## config.mk

```make
export PLATFORM = sky130hd
export DESIGN_NAME = mult_accumulator
export DESIGN_NICKNAME = d
export VERILOG_FILES = /design/src/rtl/mult_acc_pkg.sv /design/src/rtl/multiplier.sv /design/src/rtl/mult_accumulator.sv
export SDC_FILE = /design/constraint.sdc
export NUM_CORES = 1
export LEC_CHECK = 0
export ABC_AREA = 0
export BUFFER_PORTS_ARGS = -buffer_cell sky130_fd_sc_hd__buf_4
export CORE_UTILIZATION = 35
export CTS_BUF_LIST = sky130_fd_sc_hd__clkbuf_4
export CTS_CLUSTER_DIAMETER = 60
export DETAILED_ROUTE_END_ITERATION = 7
export GPL_TIMING_DRIVEN = 0
export PLACE_DENSITY = 0.54
export SYNTH_ARGS = -nofsm -noshare
export SYNTH_HDL_FRONTEND = slang
export SYNTH_SLANG_ARGS = --single-unit
```

## constraint.sdc

```tcl
create_clock -name clk -period 5.3 [get_ports clk]
set_clock_uncertainty 0.15 [all_clocks]
set_input_delay 0.265 -clock clk [delete_from_list [all_inputs] [get_ports clk]]
set_output_delay 0.265 -clock clk [all_outputs]
set_load 0.01 [all_outputs]
```

## src/rtl/mult_acc_pkg.sv

```systemverilog
// Shared types and constants for the streaming multiply-accumulate stage.
package mult_acc_pkg;

  typedef enum logic {
    ACCUM = 1'b0,
    DONE  = 1'b1
  } mac_state_t;

  localparam int unsigned CNT_W   = 8;
  localparam int unsigned CNT_MAX = 255;

  // Default accumulator width: full product plus 8 bits of headroom.
  function automatic int unsigned acc_size_f(input int unsigned size);
    return 2 * size + 8;
  endfunction

endpackage

```

## src/rtl/multiplier.sv

```systemverilog
// Combinational unsigned multiplier producing the full-width product.
module multiplier #(
  parameter int unsigned SIZE = 8
) (
  input  logic [SIZE-1:0]   in_a,
  input  logic [SIZE-1:0]   in_b,
  output logic [2*SIZE-1:0] out_prod
);

  localparam int unsigned PROD_W = 2 * SIZE;

  assign out_prod = PROD_W'(in_a) * PROD_W'(in_b);

endmodule

```

## src/rtl/mult_accumulator.sv

```systemverilog
// Streaming MAC: registers operand beats, sums products per group and
// presents each group total on a valid/ready output.
module mult_accumulator
  import mult_acc_pkg::*;
#(
  parameter int unsigned SIZE     = 8,
  parameter int unsigned ACC_SIZE = acc_size_f(SIZE)
) (
  input  logic                clk,
  input  logic                rst_n,
  input  logic                in_valid,
  output logic                in_ready,
  input  logic [SIZE-1:0]     in_a,
  input  logic [SIZE-1:0]     in_b,
  input  logic                in_last,
  output logic                out_valid,
  input  logic                out_ready,
  output logic [ACC_SIZE-1:0] out_acc,
  output logic                out_ovf,
  output logic [CNT_W-1:0]    out_count
);

  localparam int unsigned PROD_W = 2 * SIZE;
  localparam int unsigned SUM_W  = ACC_SIZE + 1;

  logic                r_op_valid;
  logic [SIZE-1:0]     r_op_a;
  logic [SIZE-1:0]     r_op_b;
  logic                r_op_last;
  mac_state_t          r_state;
  logic [ACC_SIZE-1:0] r_acc;
  logic                r_ovf;
  logic [CNT_W-1:0]    r_count;

  logic [PROD_W-1:0]   w_prod;
  logic [SUM_W-1:0]    w_sum;
  logic                w_accept;

  // While DONE the operand stage can absorb exactly one beat, then stalls.
  assign in_ready = !r_op_valid || (r_state == ACCUM);
  assign w_accept = in_valid && in_ready;

  multiplier #(
    .SIZE (SIZE)
  ) u_multiplier (
    .in_a     (r_op_a),
    .in_b     (r_op_b),
    .out_prod (w_prod)
  );

  // Extra top bit captures the carry out of the accumulator width.
  assign w_sum = {1'b0, r_acc} + SUM_W'(w_prod);

  always_ff @(posedge clk or negedge rst_n) begin
    if (!rst_n) begin
      r_op_valid <= 1'b0;
      r_op_a     <= '0;
      r_op_b     <= '0;
      r_op_last  <= 1'b0;
    end else if (w_accept) begin
      r_op_valid <= 1'b1;
      r_op_a     <= in_a;
      r_op_b     <= in_b;
      r_op_last  <= in_last;
    end else if (r_op_valid && (r_state == ACCUM)) begin
      r_op_valid <= 1'b0;
    end
  end

  always_ff @(posedge clk or negedge rst_n) begin
    if (!rst_n) begin
      r_state <= ACCUM;
      r_acc   <= '0;
      r_ovf   <= 1'b0;
      r_count <= '0;
    end else begin
      case (r_state)
        ACCUM: begin
          if (r_op_valid) begin
            r_acc <= w_sum[ACC_SIZE-1:0];
            r_ovf <= r_ovf | w_sum[ACC_SIZE];
            if (r_count != CNT_W'(CNT_MAX)) begin
              r_count <= r_count + CNT_W'(1);
            end
            if (r_op_last) begin
              r_state <= DONE;
            end
          end
        end
        DONE: begin
          if (out_ready) begin
            r_acc   <= '0;
            r_ovf   <= 1'b0;
            r_count <= '0;
            r_state <= ACCUM;
          end
        end
      endcase
    end
  end

  assign out_valid = (r_state == DONE);
  assign out_acc   = r_acc;
  assign out_ovf   = r_ovf;
  assign out_count = r_count;

endmodule

```

---- Word level (Yosys, flattened, before mapping) ----
Index checks and enable logic that the tools add are counted.
operators by class
  add/sub/neg operators ................... 2
  $mul .................................... 1
  equal/unequal tests ..................... 4
  muxes and demuxes ....................... 16
  bitwise logic cells ..................... 2
  reductions and logical operators ........ 7
operators by type and width
  operator               count
  $mux W24               2
  $pmux W24 S2           1
  $add A24 B16 Y25       1
  $mux W8                3
  $mul A8 B8 Y16         1
  $pmux W8 S2            1
  $add A8 B1 Y8 const B  1
  $ne A8 B8 Y1 const B   1
  $mux W1                7
  $ne A2 B2 Y1 const B   2
  $pmux W1 S2            2
  $reduce_and A3 Y1      1
  $logic_and A1 B1 Y1    2
  $ne A2 B1 Y1 const B   1
  $reduce_and A2 Y1      1
  $reduce_bool A2 Y1     1
  $logic_not A1 Y1       1
  $logic_or A1 B1 Y1     1
  $not A1 Y1             1
  $or A1 B1 Y1           1
storage, ports and cells
  register bits ........................... 52
  input bits .............................. 21
  output and inout bits ................... 35
  word-level logic and storage cells ...... 40

---- Longest topological paths before layout ----
  depth after elaboration ................. 5
  depth in mapped cells ................... 16
  depth with buffers taken out ............ 15

---- By module ----
A second synthesis with hierarchy kept.
unflattened totals
  cell total of the unflattened synthesis .. 537
  area, all modules ....................... 5,069.9 um^2
by module, submodules not included
  module            times used  cells each  area an instance (um^2)  sequential area each (um^2)
  mult_accumulator  1           294         2,955.3                  1,301.2
  multiplier        1           243         2,114.5                  0.0

---- Worst setup path after synthesis ----
OpenSTA, ideal clock, no wires.
  path type ............................... register to register
  from .................................... register r_op_a[5]
  to ...................................... register r_acc[21] (netlist: out_acc[21])
  setup time .............................. 0.104 ns
  arrival ................................. 4.206 ns
  data required time ...................... 5.046 ns
  slack ................................... 0.840 ns
  cell stages (with the launch flop) ...... 15
  path buffers ............................ 1
  clock period less this slack ............ 4.460 ns
  cell sequence ........................... dfrtp_1 clkbuf_1 and2_1 fa_1 fa_1 fa_1 inv_1 fa_1 inv_1 ha_1 a21oi_4 nor3_1 a2111o_1 or3_1 o311ai_1
between the ends
  cells in the longest elaborated chain, start to end .. 4
RTL lines
  what                      line                    RTL
  start: declaration        mult_accumulator.sv:27  logic [SIZE-1:0] r_op_a;
  start signal: assignment  mult_accumulator.sv:62  r_op_a <= in_a;
  $mul A8 B8 Y16            multiplier.sv:12        assign out_prod = PROD_W'(in_a) * PROD_W'(in_b);
  $add A24 B16 Y25          mult_accumulator.sv:52  assign w_sum = {1'b0, r_acc} + SUM_W'(w_prod);
  $mux W24                  mult_accumulator.sv:79  if (r_op_valid) begin
  $pmux W24 S2              mult_accumulator.sv:77  case (r_state)
  end signal: assignment    mult_accumulator.sv:80  r_acc <= w_sum[ACC_SIZE-1:0];
  end: declaration          mult_accumulator.sv:31  logic [ACC_SIZE-1:0] r_acc;
Every way passes these cells. The select of a mux whose other input is x is not followed.
A chain may end at the register's enable or synchronous reset.

---- Final worst setup path ----
  from .................................... register r_op_a[6]
  to ...................................... register r_ovf (netlist: out_ovf)
between the ends
  cells in the longest elaborated chain, start to end .. 5
RTL lines
  what                    line                    RTL
  $mul A8 B8 Y16          multiplier.sv:12
  $add A24 B16 Y25        mult_accumulator.sv:52
  $or A1 B1 Y1            mult_accumulator.sv:81  r_ovf <= r_ovf | w_sum[ACC_SIZE];
  $mux W1                 mult_accumulator.sv:79
  $pmux W1 S2             mult_accumulator.sv:77
  end signal: assignment  mult_accumulator.sv:81
  end: declaration        mult_accumulator.sv:32  logic r_ovf;
Every way passes these cells. The select of a mux whose other input is x is not followed.

==> run_results.csv <==
group,metric,value,unit
clocking,numCtsBuffers,5,
synthesis,synth-edff-count,0,
sta,rsz0062_at_grt,"false",
floorplanning,die_area,14760,um2
clocking,post-cts-setup-buffers,0,
clocking,clock_latency,0.43,ns
sta,final-max-slew-violation-count,0,
floorplanning,row_count,43,
grt,grt.overflow.total,0,
grt,antenna_found_initial,0,
sta,fin_crit,5.011,ns
synthesis,ys_types,53,
routing,routed_wl,11600,um
cells_and_area,antenna_cells,0,
worst_setup_path,critPathLaunchType,"register",
sta,final-setup-viol-count,0,
synthesis,yosysTopAreaCellShare,26.05,%
synthesis,async_flop_share,100.0,%
cells_and_area,layout_common_cells,"inv_1, nand2_1, buf_4",
floorplanning,core_area,13880,um2
worst_setup_path,path_max_fanout,9,
cells_and_area,synthToLayoutAreaGrowth,18.48,%
routing,vias,3939,
clocking,postCtsHoldBufs,20,
status,outcome,"completed",
synthesis,synth_cells,533,
synthesis,ys_seq_area_share,26.05,%
cells_and_area,final_common_cell,"inv_1",
clocking,cts.htree.levels,2,
cells_and_area,register_area,1301,um2
worst_setup_path,worstPathArrival,5.20,ns
routing,viasPerCell,4.948,
clocking,clock-sinks,52,
worst_setup_path,critPathSlowestCell,"fa_1",
cells_and_area,nNetsFinal,728,
synthesis,synthesis.area,4996,um2
synthesis,ys_ff_latch,52,
floorplanning,start_util,35.99,%
clocking,ctsResizeCount,0,
place,gp_congestion,0.8113,
worst_setup_path,required,5.49,ns
clocking,clockBufferDepth,2,
grt,grt_use_total,17.29,%
routing,ant_nets,0,
worst_setup_path,cp-end-kind,"register",
floorplanning,fp.dieW,121.5,um
grt,grt_pass1_wl,19820,um
grt,grt_max_degree,53,
clocking,cts.root.buffer_cell,"clkbuf_4",
routing,post-route-drc-count,0,
worst_setup_path,critPathBufInv,3,
worst_setup_path,crit_family,"adder cells",
sta,finalHoldViolCount,0,
cells_and_area,drive_above_1_share,15.58,%
synthesis,synthTopCellsByArea,"dfrtp_1, fa_1, ha_1",
worst_setup_path,cp_slowest_stage_delay,0.55,ns
worst_hold_path,hp-class,"in -> async",
synthesis,yosysWarnings,0,
synthesis,synth_flop_cell,"dfrtp_1",
synthesis,synth_fp_nets,646,
clocking,path_clk_slew,0.18,ns
grt,grt_pass1_vias,4121,
worst_setup_path,criticalPathCategory,"reg -> reg",
place,io_buffers,55,
routing,firstDrtPassIters,4,
routing,drt_iter0_markers,178,
floorplanning,io_pins,56,
worst_setup_path,cpMostUsedCell,"fa_1",
clocking,cts_tree,"built",
synthesis,synth_area_per_cell,9.373,um2
sta,clock.fmax,199.6,MHz
sta,worst_pin_slew,0.7219,ns
routing,routedWlPerCell,14.57,um
flow_run,cap_violations,0,
place,hpwl,9162,um
floorplanning,die_y,121.5,um
cells_and_area,multi_input_area,3259,um2
synthesis,yosysTopAreaCell,"dfrtp_1",
worst_setup_path,crit_chain,"clkbuf_1, and2_1, fa_1, fa_1, inv_1, fa_1, fa_1, inv_1, ha_1, a21oi_1, o21ai_1, a211oi_1, nand2_1, a32o_1",
cells_and_area,n_fill_cell,1399,
sta,fin_crit_sh,94.54,%
sta,tns,0,ns
sta,slew_headroom,51.87,%
sequential cells by signal, indices dropped and copies added (netlist names):
name,count
r_op_a,8
r_op_b,8
r_op_valid,1
out_count,8
out_ovf,1
r_op_last,1
out_valid,1
out_acc,24
cells by family after synthesis:
family          synth area share (%)
xor+xnor                       1.928
fa+ha+maj                      30.55
buf+inv                        8.715
compound gates                 11.27
simple gates                   16.25
flops                          26.05
mux                            5.234
cell usage after synthesis, types with 4 or more instances:
library cell and count:
xnor2_1 7, dfrtp_1 52, inv_1 101, o21a_1 4, buf_2 6, mux2i_1 7
mux2_2 17, or3_1 4, a21oi_1 14, xor2_1 4, and2_1 38, a31oi_1 4
nand3_1 14, nor2_1 16, nor3_1 8, a21o_1 5, o211ai_1 6, o21ai_0 18
fa_1 50, clkbuf_1 7, ha_1 42, nand2_1 61, a22o_1 5
worst reg2reg max path: stages (launching register included):
cell and delay [ns]:
dfrtp_1 0.36, clkbuf_1 0.34, and2_1 0.20, fa_1 0.44, fa_1 0.55, inv_1 0.05
fa_1 0.51, fa_1 0.55, inv_1 0.05, ha_1 0.37, a21oi_1 0.32, o21ai_1 0.21
a211oi_1 0.44, nand2_1 0.13, a32o_1 0.27
through the flow:
| step | hold WS, ns | utilization, % | cells | setup WS (ns) | area, um2 |
|---|---|---|---|---|---|
| final | 0.2603 | 42.64 | 796 | 0.2892 | 5919 |
| after global routing | 0.3074 | 42.64 | 796 | 0.008473 | 5919 |
| after CTS | 0.2630 | 42.64 | 796 | 0.2928 | 5919 |
| after detailed placement | 0.2224 | 40.59 | 768 | 0.3328 | 5634 |
| after global placement | 0.2068 | 40.59 | 768 | 0.3578 | 5634 |
| after floorplan | -0.1806 | - | 533 | 0.8397 | 4996 |
layer usage:
| layer | GRT usage (%) | up-vias | part of all wire [%] |
|---|---|---|---|
| li1 | - | 1894 | - |
| met1 | 20.86 | 1962 | 43 |
| met2 | 31.00 | 69 | 52 |
| met3 | 3.055 | 14 | 3.6 |
| met4 | 5.247 | 0 | 1.8 |
| met5 | 0 | - | 0 |
path summary, 6_finish.rpt:
path,start,endpoint,slack [ns],depth (start not counted)
worst min-delay path,rst_n,out_acc[2]$_DFFE_PN0P_,0.26,2
worst max register to register,r_op_a[6]$_DFFE_PN0P_,out_ovf$_DFFE_PN0P_,0.29,14
worst min register to register,r_op_last$_DFFE_PN0P_,out_valid$_DFF_PN0_,0.36,2
min in group clk,r_op_last$_DFFE_PN0P_,out_valid$_DFF_PN0_,0.36,2
max in group asynchronous,rst_n,r_op_a[2]$_DFFE_PN0P_,4.27,2
worst max-delay path,r_op_a[6]$_DFFE_PN0P_,out_ovf$_DFFE_PN0P_,0.29,14
area by class of cell:
class | count | share of cell area (%)
Buffer | 13 | 0.9512
Clock buffer | 5 | 0.6341
Clock inverter | 3 | 0.8032
Inverter | 101 | 6.405
Multi-Input combinational cell | 367 | 55.06
Sequential cell | 52 | 21.98
Tap cell | 180 | 3.805
Timing Repair Buffer | 75 | 10.36
Power is left out: the tool's default activity adds up to more than one toggle a clock period on the data nets, which glitch-free logic cannot reach.
